File: src/rtl/sparc_seq_pkg.sv
// Shared PC-sequencer definitions: nPC mux source codes, sequencer states, reset nPC.
package sparc_seq_pkg;

    localparam logic [1:0] MUX_NPC_ADD4   = 2'b00;
    localparam logic [1:0] MUX_NPC_ADD8   = 2'b01;
    localparam logic [1:0] MUX_NPC_ALU    = 2'b10;
    localparam logic [1:0] MUX_NPC_CONST4 = 2'b11;

    localparam logic [31:0] RESET_NPC_DEF = 32'h4;

    typedef enum logic [1:0] {
        ST_RST   = 2'b00,
        ST_RUN   = 2'b01,
        ST_DSLOT = 2'b10,
        ST_TRAP  = 2'b11
    } seq_state_e;

endpackage

File: src/rtl/npc_next_calc.sv
// Combinational next pc/npc/mux_npc/state/squash selector for the sequencer.
// Trap entry is present only when NPC_SEQ_TRAP_EN is defined.
module npc_next_calc
    import sparc_seq_pkg::*;
(
    input  seq_state_e  state_i,
    input  logic        squash_i,
    input  logic [31:0] npc_i,
    input  logic        br_valid_i,
    input  logic        br_taken_i,
    input  logic        br_always_i,
    input  logic        annul_i,
    input  logic [31:0] target_i,
    input  logic        trap_req_i,
    input  logic [31:0] tbr_addr_i,
    output seq_state_e  state_o,
    output logic [31:0] pc_o,
    output logic [31:0] npc_o,
    output logic [1:0]  mux_npc_o,
    output logic        squash_o
);

    logic trap_take;

`ifdef NPC_SEQ_TRAP_EN
    assign trap_take = trap_req_i;
`else
    logic unused_trap;
    assign trap_take   = 1'b0;
    assign unused_trap = ^{trap_req_i, tbr_addr_i};
`endif

    // An annulled slot ignores CTI inputs and just flows sequentially.
    logic cti_live;
    assign cti_live = ~squash_i & br_valid_i;

    always_comb begin
        state_o   = ST_RUN;
        pc_o      = npc_i;
        npc_o     = npc_i + 32'd4;
        mux_npc_o = MUX_NPC_ADD4;
        squash_o  = 1'b0;
        if (state_i == ST_RUN || state_i == ST_DSLOT) begin
            if (trap_take) begin
                state_o = ST_TRAP;
                pc_o    = tbr_addr_i;
                npc_o   = tbr_addr_i + 32'd4;
            end else if (cti_live && br_taken_i) begin
                state_o   = ST_DSLOT;
                npc_o     = target_i;
                mux_npc_o = MUX_NPC_ALU;
                squash_o  = annul_i & br_always_i;
            end else if (cti_live && annul_i) begin
                pc_o      = npc_i + 32'd4;
                npc_o     = npc_i + 32'd8;
                mux_npc_o = MUX_NPC_ADD8;
            end
        end
    end

endmodule

File: src/rtl/npc_sequencer.sv
// SPARC PC/nPC register pair and nPC mux select; next-state logic lives in npc_next_calc.
// Trap entry (trap_req/tbr_addr) is honored only when NPC_SEQ_TRAP_EN is defined.
module npc_sequencer
    import sparc_seq_pkg::*;
#(
    parameter logic [31:0] RESET_PC  = 32'h0,
    parameter logic [31:0] RESET_NPC = RESET_NPC_DEF
) (
    input  logic        Clk,
    input  logic        Reset,
    input  logic        adv,
    input  logic        br_valid,
    input  logic        br_taken,
    input  logic        br_always,
    input  logic        annul,
    input  logic [31:0] target,
    input  logic        trap_req,
    input  logic [31:0] tbr_addr,
    output logic [31:0] pc,
    output logic [31:0] npc,
    output logic [1:0]  mux_npc,
    output logic        squash,
    output logic        in_dslot
);

    seq_state_e  state_q, state_d;
    logic [31:0] pc_q, pc_d;
    logic [31:0] npc_q, npc_d;
    logic [1:0]  mux_q, mux_d;
    logic        squash_q, squash_d;

    npc_next_calc u_calc (
        .state_i     (state_q),
        .squash_i    (squash_q),
        .npc_i       (npc_q),
        .br_valid_i  (br_valid),
        .br_taken_i  (br_taken),
        .br_always_i (br_always),
        .annul_i     (annul),
        .target_i    (target),
        .trap_req_i  (trap_req),
        .tbr_addr_i  (tbr_addr),
        .state_o     (state_d),
        .pc_o        (pc_d),
        .npc_o       (npc_d),
        .mux_npc_o   (mux_d),
        .squash_o    (squash_d)
    );

    always_ff @(posedge Clk) begin
        if (Reset) begin
            state_q  <= ST_RST;
            pc_q     <= RESET_PC;
            npc_q    <= RESET_NPC;
            mux_q    <= MUX_NPC_CONST4;
            squash_q <= 1'b0;
        end else if (adv) begin
            state_q  <= state_d;
            pc_q     <= pc_d;
            npc_q    <= npc_d;
            mux_q    <= mux_d;
            squash_q <= squash_d;
        end
    end

    assign pc       = pc_q;
    assign npc      = npc_q;
    assign mux_npc  = mux_q;
    assign squash   = squash_q;
    assign in_dslot = (state_q == ST_DSLOT);

endmodule

File: config.mk
export PLATFORM = sky130hd
export DESIGN_NAME = npc_sequencer
export DESIGN_NICKNAME = d
export VERILOG_FILES = /design/src/rtl/sparc_seq_pkg.sv /design/src/rtl/npc_next_calc.sv /design/src/rtl/npc_sequencer.sv
export SDC_FILE = /design/constraint.sdc
export NUM_CORES = 1
export LEC_CHECK = 0
export BUFFER_PORTS_ARGS = -buffer_cell sky130_fd_sc_hd__buf_2
export CAP_MARGIN = 5
export CORE_MARGIN = 3
export CORE_UTILIZATION = 46
export CTS_CLUSTER_DIAMETER = 50
export DETAILED_ROUTE_END_ITERATION = 16
export GPL_ROUTABILITY_DRIVEN = 1
export PLACE_DENSITY = 0.75
export SLEW_MARGIN = 20
export SYNTH_ARGS = -nofsm -noshare
export SYNTH_HDL_FRONTEND = slang
export SYNTH_HIERARCHICAL = 1
export SYNTH_SLANG_ARGS = --single-unit
File: constraint.sdc
create_clock -name Clk -period 2.7 [get_ports Clk]
set_clock_uncertainty 0.1 [all_clocks]
set_input_delay 0.54 -clock Clk [delete_from_list [all_inputs] [get_ports Clk]]
set_output_delay 0.54 -clock Clk [all_outputs]
set_load 0.01 [all_outputs]
; ---- Word-level counts from Yosys, hierarchy flattened
; Cells that the tools add are included.
[classes]
addsub = 2
n_mux = 13
n_eq_ne = 2
bitwise_logic = 3
reduce_logical = 3
[op_table]
columns = operator, count
row1 = 32-bit two-way mux, 6
row2 = 32-bit by 3-bit adder with 32-bit output (second input constant), 1
row3 = 32-bit by 4-bit adder with 32-bit output (second input constant), 1
row4 = 2-bit two-way mux, 4
row5 = 1-bit two-way mux, 3
row6 = 1-bit AND, 2
row7 = 2-bit by 1-bit == test with 1-bit output (second input constant), 1
row8 = 2-bit == test (second input constant), 1
row9 = 1-bit logical AND, 2
row10 = 1-bit logical OR, 1
row11 = 1-bit inverter, 1
[word_totals]
out_inout_bits = 68
in_bits = 72
elab_cells = 28
regBits = 69

; ---- Longest topological paths before layout
[logic_depth]
word_depth = 6
depth_mapped = 10
mapped_depth_nobuf = 8

; ---- Modules after synthesis
; Netlist, hierarchy kept.
[by_module_without_submodules]
columns = module, area_per_inst_um2, cells_each, instances, seq_area_each_um2
row1 = npc_sequencer, 2454.9, 224, 1, 1381.3
row2 = npc_next_calc, 2235.9, 366, 1, 0.0

; ---- Worst setup path before layout
; Ideal clock, no wire load.
[synth_path]
path_type = reg2reg
from = register npc_q[4], in the netlist npc[4]
to = register npc_q[17], in the netlist npc[17]
required_ns = 2.535
setup_ns = 0.065
arrival_ns = 2.439
stages_incl_launch_ff = 10
setup_slack_ns = 0.096
path_buffers = 1
period_less_slack_ns = 2.604
path_cell_list = dfxtp_1 > ha_1 > nand3_2 > or4_1 > buf_2 > or4_1 > a311oi_1 > a21o_1 > mux2i_1 > nor2_1
[synth_between]
elab_chain_len = 4
elab_cells_between_ends = 5
cone_classes = add/sub: 2 / mux: 3
[synth_rtl]
columns = element, line_no
row1 = start: declaration, npc_sequencer.sv:28  ; logic [31:0] npc_q, npc_d;
row2 = start signal: assignment, npc_sequencer.sv:60  ; npc_q <= npc_d;
row3 = 32-bit by 3-bit adder with 32-bit output or 32-bit by 4-bit adder with 32-bit output (tied branches), "npc_next_calc.sv:40, npc_next_calc.sv:55"
row4 = 32-bit two-way mux, npc_next_calc.sv:53  ; end else if (cti_live && annul_i) begin
row5 = 32-bit two-way mux, npc_next_calc.sv:48  ; end else if (cti_live && br_taken_i) begin
row6 = 32-bit two-way mux (*), npc_next_calc.sv:43  ; if (state_i == ST_RUN || state_i == ST_DSLOT) begin
row7 = named net npc_d[17], npc_sequencer.sv:28
; Mark *: on every way through the listed nets, which the timed path passes. The rest lies on a longest branch.
; A chain may end at the register's enable or synchronous reset.

; ---- Final worst setup path
[layout_path]
from = register npc_q[3], in the netlist npc[3]
to = register npc_q[17], in the netlist npc[17]
; Same word-level chain as after synthesis.

==> impl_metrics.csv <==
group,metric,value,unit
cells_and_area,drive_above_1_share,25.0,%
sta,drv_slew,0,
route,finalWirelength,14.0,mm
route,drt_iter0_markers,366,
worst_setup_path,critPathRequiredTime,2.89,ns
sta,max_freq,0.386,GHz
worst_setup_path,worstSetupStartpointType,"register",
power_and_ir_drop,p_leak,2.62,nW
synth,synth.most_common_cell,"nor2_1",
floorplanning,core_area,9860,µm²
floorplanning,die_height,107,µm
floorplanning,num_io_pins,140,
global_route,antenna_found_initial,0,
synth,synth-seq-cells,69,
placed_design,place.gp.congestion,0.906,
global_route,grt_usage,24.3,%
power_and_ir_drop,switching_share,28.8,%
cells_and_area,design_area,5640,µm²
worst_setup_path,reg2reg_slack,0.11,ns
cts,numCtsBuffers,9,
cells_and_area,fillCellCount,949,
synth,yosysTopAreaCellShare,29.4,%
power_and_ir_drop,p_seq_share,45.3,%
cts,clockBufferDepth,2,
synth,synth_commonest_cells,"nor2_1, dfxtp_1, mux2i_1",
synth,yosysSeqAreaShare,29.4,%
synth,yosys-top-cells-area,"dfxtp_1, mux2i_1, nor2_1, xor2_1, xnor2_1",
power_and_ir_drop,p_int,1.72,mW
worst_setup_path,ff2ff_path_depth,8,
route,dr.pass1.iters,5,
global_route,grt_pass1_vias,4432,
synth,ys.warnings.count,6,
hold_path,hp-class,"reg2reg",
synth,synth-main-ff-cell,"dfxtp_1",
flow_run,maxCapViolations,0,
sta,fin_crit_sh,95.9,%
route,num_vias,4806,
worst_setup_path,r2r-end,"npc[17]",
sta,setup_viol,0,
power_and_ir_drop,p_per_area,427,nW/µm²
global_route,grt_max_degree,73,
floorplanning,fp-row-count,36,
sta,fin_ws,0.110,ns
route,drc_errors,0,
floorplanning,die_w,107,µm
global_route,grt_overflow_total,0,
worst_setup_path,cp-end-kind,"register",
synth,synthCells,590,
cells_and_area,multi_input_area,2980,µm²
cts,cts_tree,"done",
route,avgViaCountPerCell,5.77,
placed_design,port_buffers,106,
route,wl_per_cell,16.9,µm
sta,hold_viol_final,0,
sta,rsz0062_at_grt,"false",
sta,tightest_slew,0.608,ns
synth,synth_edf_count,0,
synth,yosys.area.top_type,"dfxtp_1",
floorplanning,dieArea,11400,µm²
sta,period_needed,2.59,ns
power_and_ir_drop,peakVddDrop,0.000220,V
worst_setup_path,cp-startpoint,"npc[3]",
cells_and_area,area_growth,20.3,%
cts,clock_sinks,69,
sta,slew_headroom,59.5,%
synth,netlist_area,4690,µm²
synth,post_synth_num_cell_types,62,
cts,path_clk_slew,0.08,ns
cts,htree_levels,3,
worst_setup_path,rr_startpoint,"npc[3]",
synth,avgSynthCellArea,7.95,µm²
global_route,grt_pass1_wl,22.4,mm
sta,setup_tns,0,ns
worst_setup_path,worstPathArrival,2.78,ns
worst_setup_path,cp-endpoint,"npc[17]",
synth,synth.net_count,664,
cells_and_area,seq_area,1380,µm²
status,status,"finished clean",
cts,root_buffer,"clkbuf_8",
power_and_ir_drop,pwr-share-comb,19.7,%
floorplanning,start_util,47.6,%
cells_and_area,nets,769,
worst_setup_path,crit_type,"reg2reg",
placed_design,place_area,5430,µm²
placed_design,hpwl,10.1,mm
cts,clkLatencyLatePin,0.35,ns
power_and_ir_drop,power_frac_clock,35.0,%
cells_and_area,n_antenna_cell,0,
synth,async_reset_ff_share,0,%
placed_design,place_ws,0.137,ns
power_and_ir_drop,power_switching,0.694,mW
route,detail-route-antenna-nets,0,
worst_setup_path,cp_max_fo,4,
## sequential cells by signal (all words and copies together), names as in the netlist
| signal | cells |
|---|---|
| mux_npc | 2 |
| squash | 1 |
| state_q | 2 |
| npc | 32 |
| pc | 32 |
## cells in the final DEF (no fill, tap or decap), types with 5 or more instances in the layout
cell / netlist / routed
nor4_1: 15 / 14
clkbuf_8: 0 / 10
dfxtp_1: 69 / 69
mux2i_1: 67 / 67
xnor2_1: 25 / 25
buf_2: 10 / 105
nand3_1: 15 / 15
or4_1: 5 / 5
xor2_1: 26 / 26
nor3_1: 20 / 20
buf_4: 14 / 46
o22ai_1: 8 / 8
clkbuf_1: 30 / 5
and3_1: 6 / 6
a21oi_1: 10 / 10
o31a_1: 5 / 5
nand4_1: 10 / 10
nand2_1: 45 / 44
nor2_1: 110 / 110
o21ai_0: 16 / 16
## layer usage
layer / part of all wire [%] / GRT usage [%]
met1: 45 / 33.6
met2: 46 / 39.2
met3: 6.4 / 2.71
met4: 2.2 / 8.58
met5: 0 / 0
## how the worst min path moves through the flow
stage	start	endpoint	slack [ns]	cells after the start
4_1_cts	pc[4]	pc[4]	0.40	2
3_3_place_gp	pc[30]	pc[30]	0.37	2
2_1_floorplan	pc[30]	pc[30]	0.43	2
3_5_place_dp	pc[4]	pc[4]	0.38	2
5_1_grt	pc[3]	pc[3]	0.43	2
6_report	pc[21]	pc[21]	0.39	2
## metrics by stage
step                hold WS (ns)  util (%)  power, mW  instances
floorplan                  0.431         -       1.41        590
CTS                        0.395      57.0       2.42        831
finish                     0.389      57.2       2.41        833
global route               0.427      57.2       2.51        833
detailed placement         0.378      55.1       1.58        815
global placement           0.367      55.1       1.57        815
## logic make-up after synthesis
logic type	Yosys count	synth area share, %
flops	69	29.4
mux	68	14.5
fa+ha+maj	2	0.533
xor+xnor	51	9.52
compound gates	91	14.4
simple gates	245	24.3
buf+inv	64	7.26
## critical path, stage by stage, from the launching register on
cell,delay (ns)
dfxtp_1,0.34
ha_1,0.22
nand3_2,0.10
or4_1,0.66
or4_1,0.56
a311oi_1,0.28
a21o_1,0.12
mux2i_1,0.07
nor2_1,0.10
## repair_timing
| action | 4_1_cts | 5_1_grt |
|---|---|---|
| endpoints found under the setup margin | 0 | 9 |
| resized for setup | 0 | 2 |
| setup buffers | 0 | 2 |
| hold buffers | 0 | 0 |
## area by class of cell
type	instances	share of cell area [%]
multi-input cells	457	52.8
flip-flops and latches	69	24.5
repair buffers	153	16.1
well taps	133	2.95
clock buffers	15	2.77
clock inverters	1	0.532
inverters	5	0.333
## power by group through the flow
stage,logic (mW),registers [mW],clock network (mW)
2_1_floorplan,0.291,1.12,0
3_3_place_gp,0.458,1.11,0
3_5_place_dp,0.467,1.11,0
4_1_cts,0.470,1.09,0.856
5_1_grt,0.515,1.10,0.897
6_report,0.475,1.09,0.844
Power figures use the tool's default switching activity.
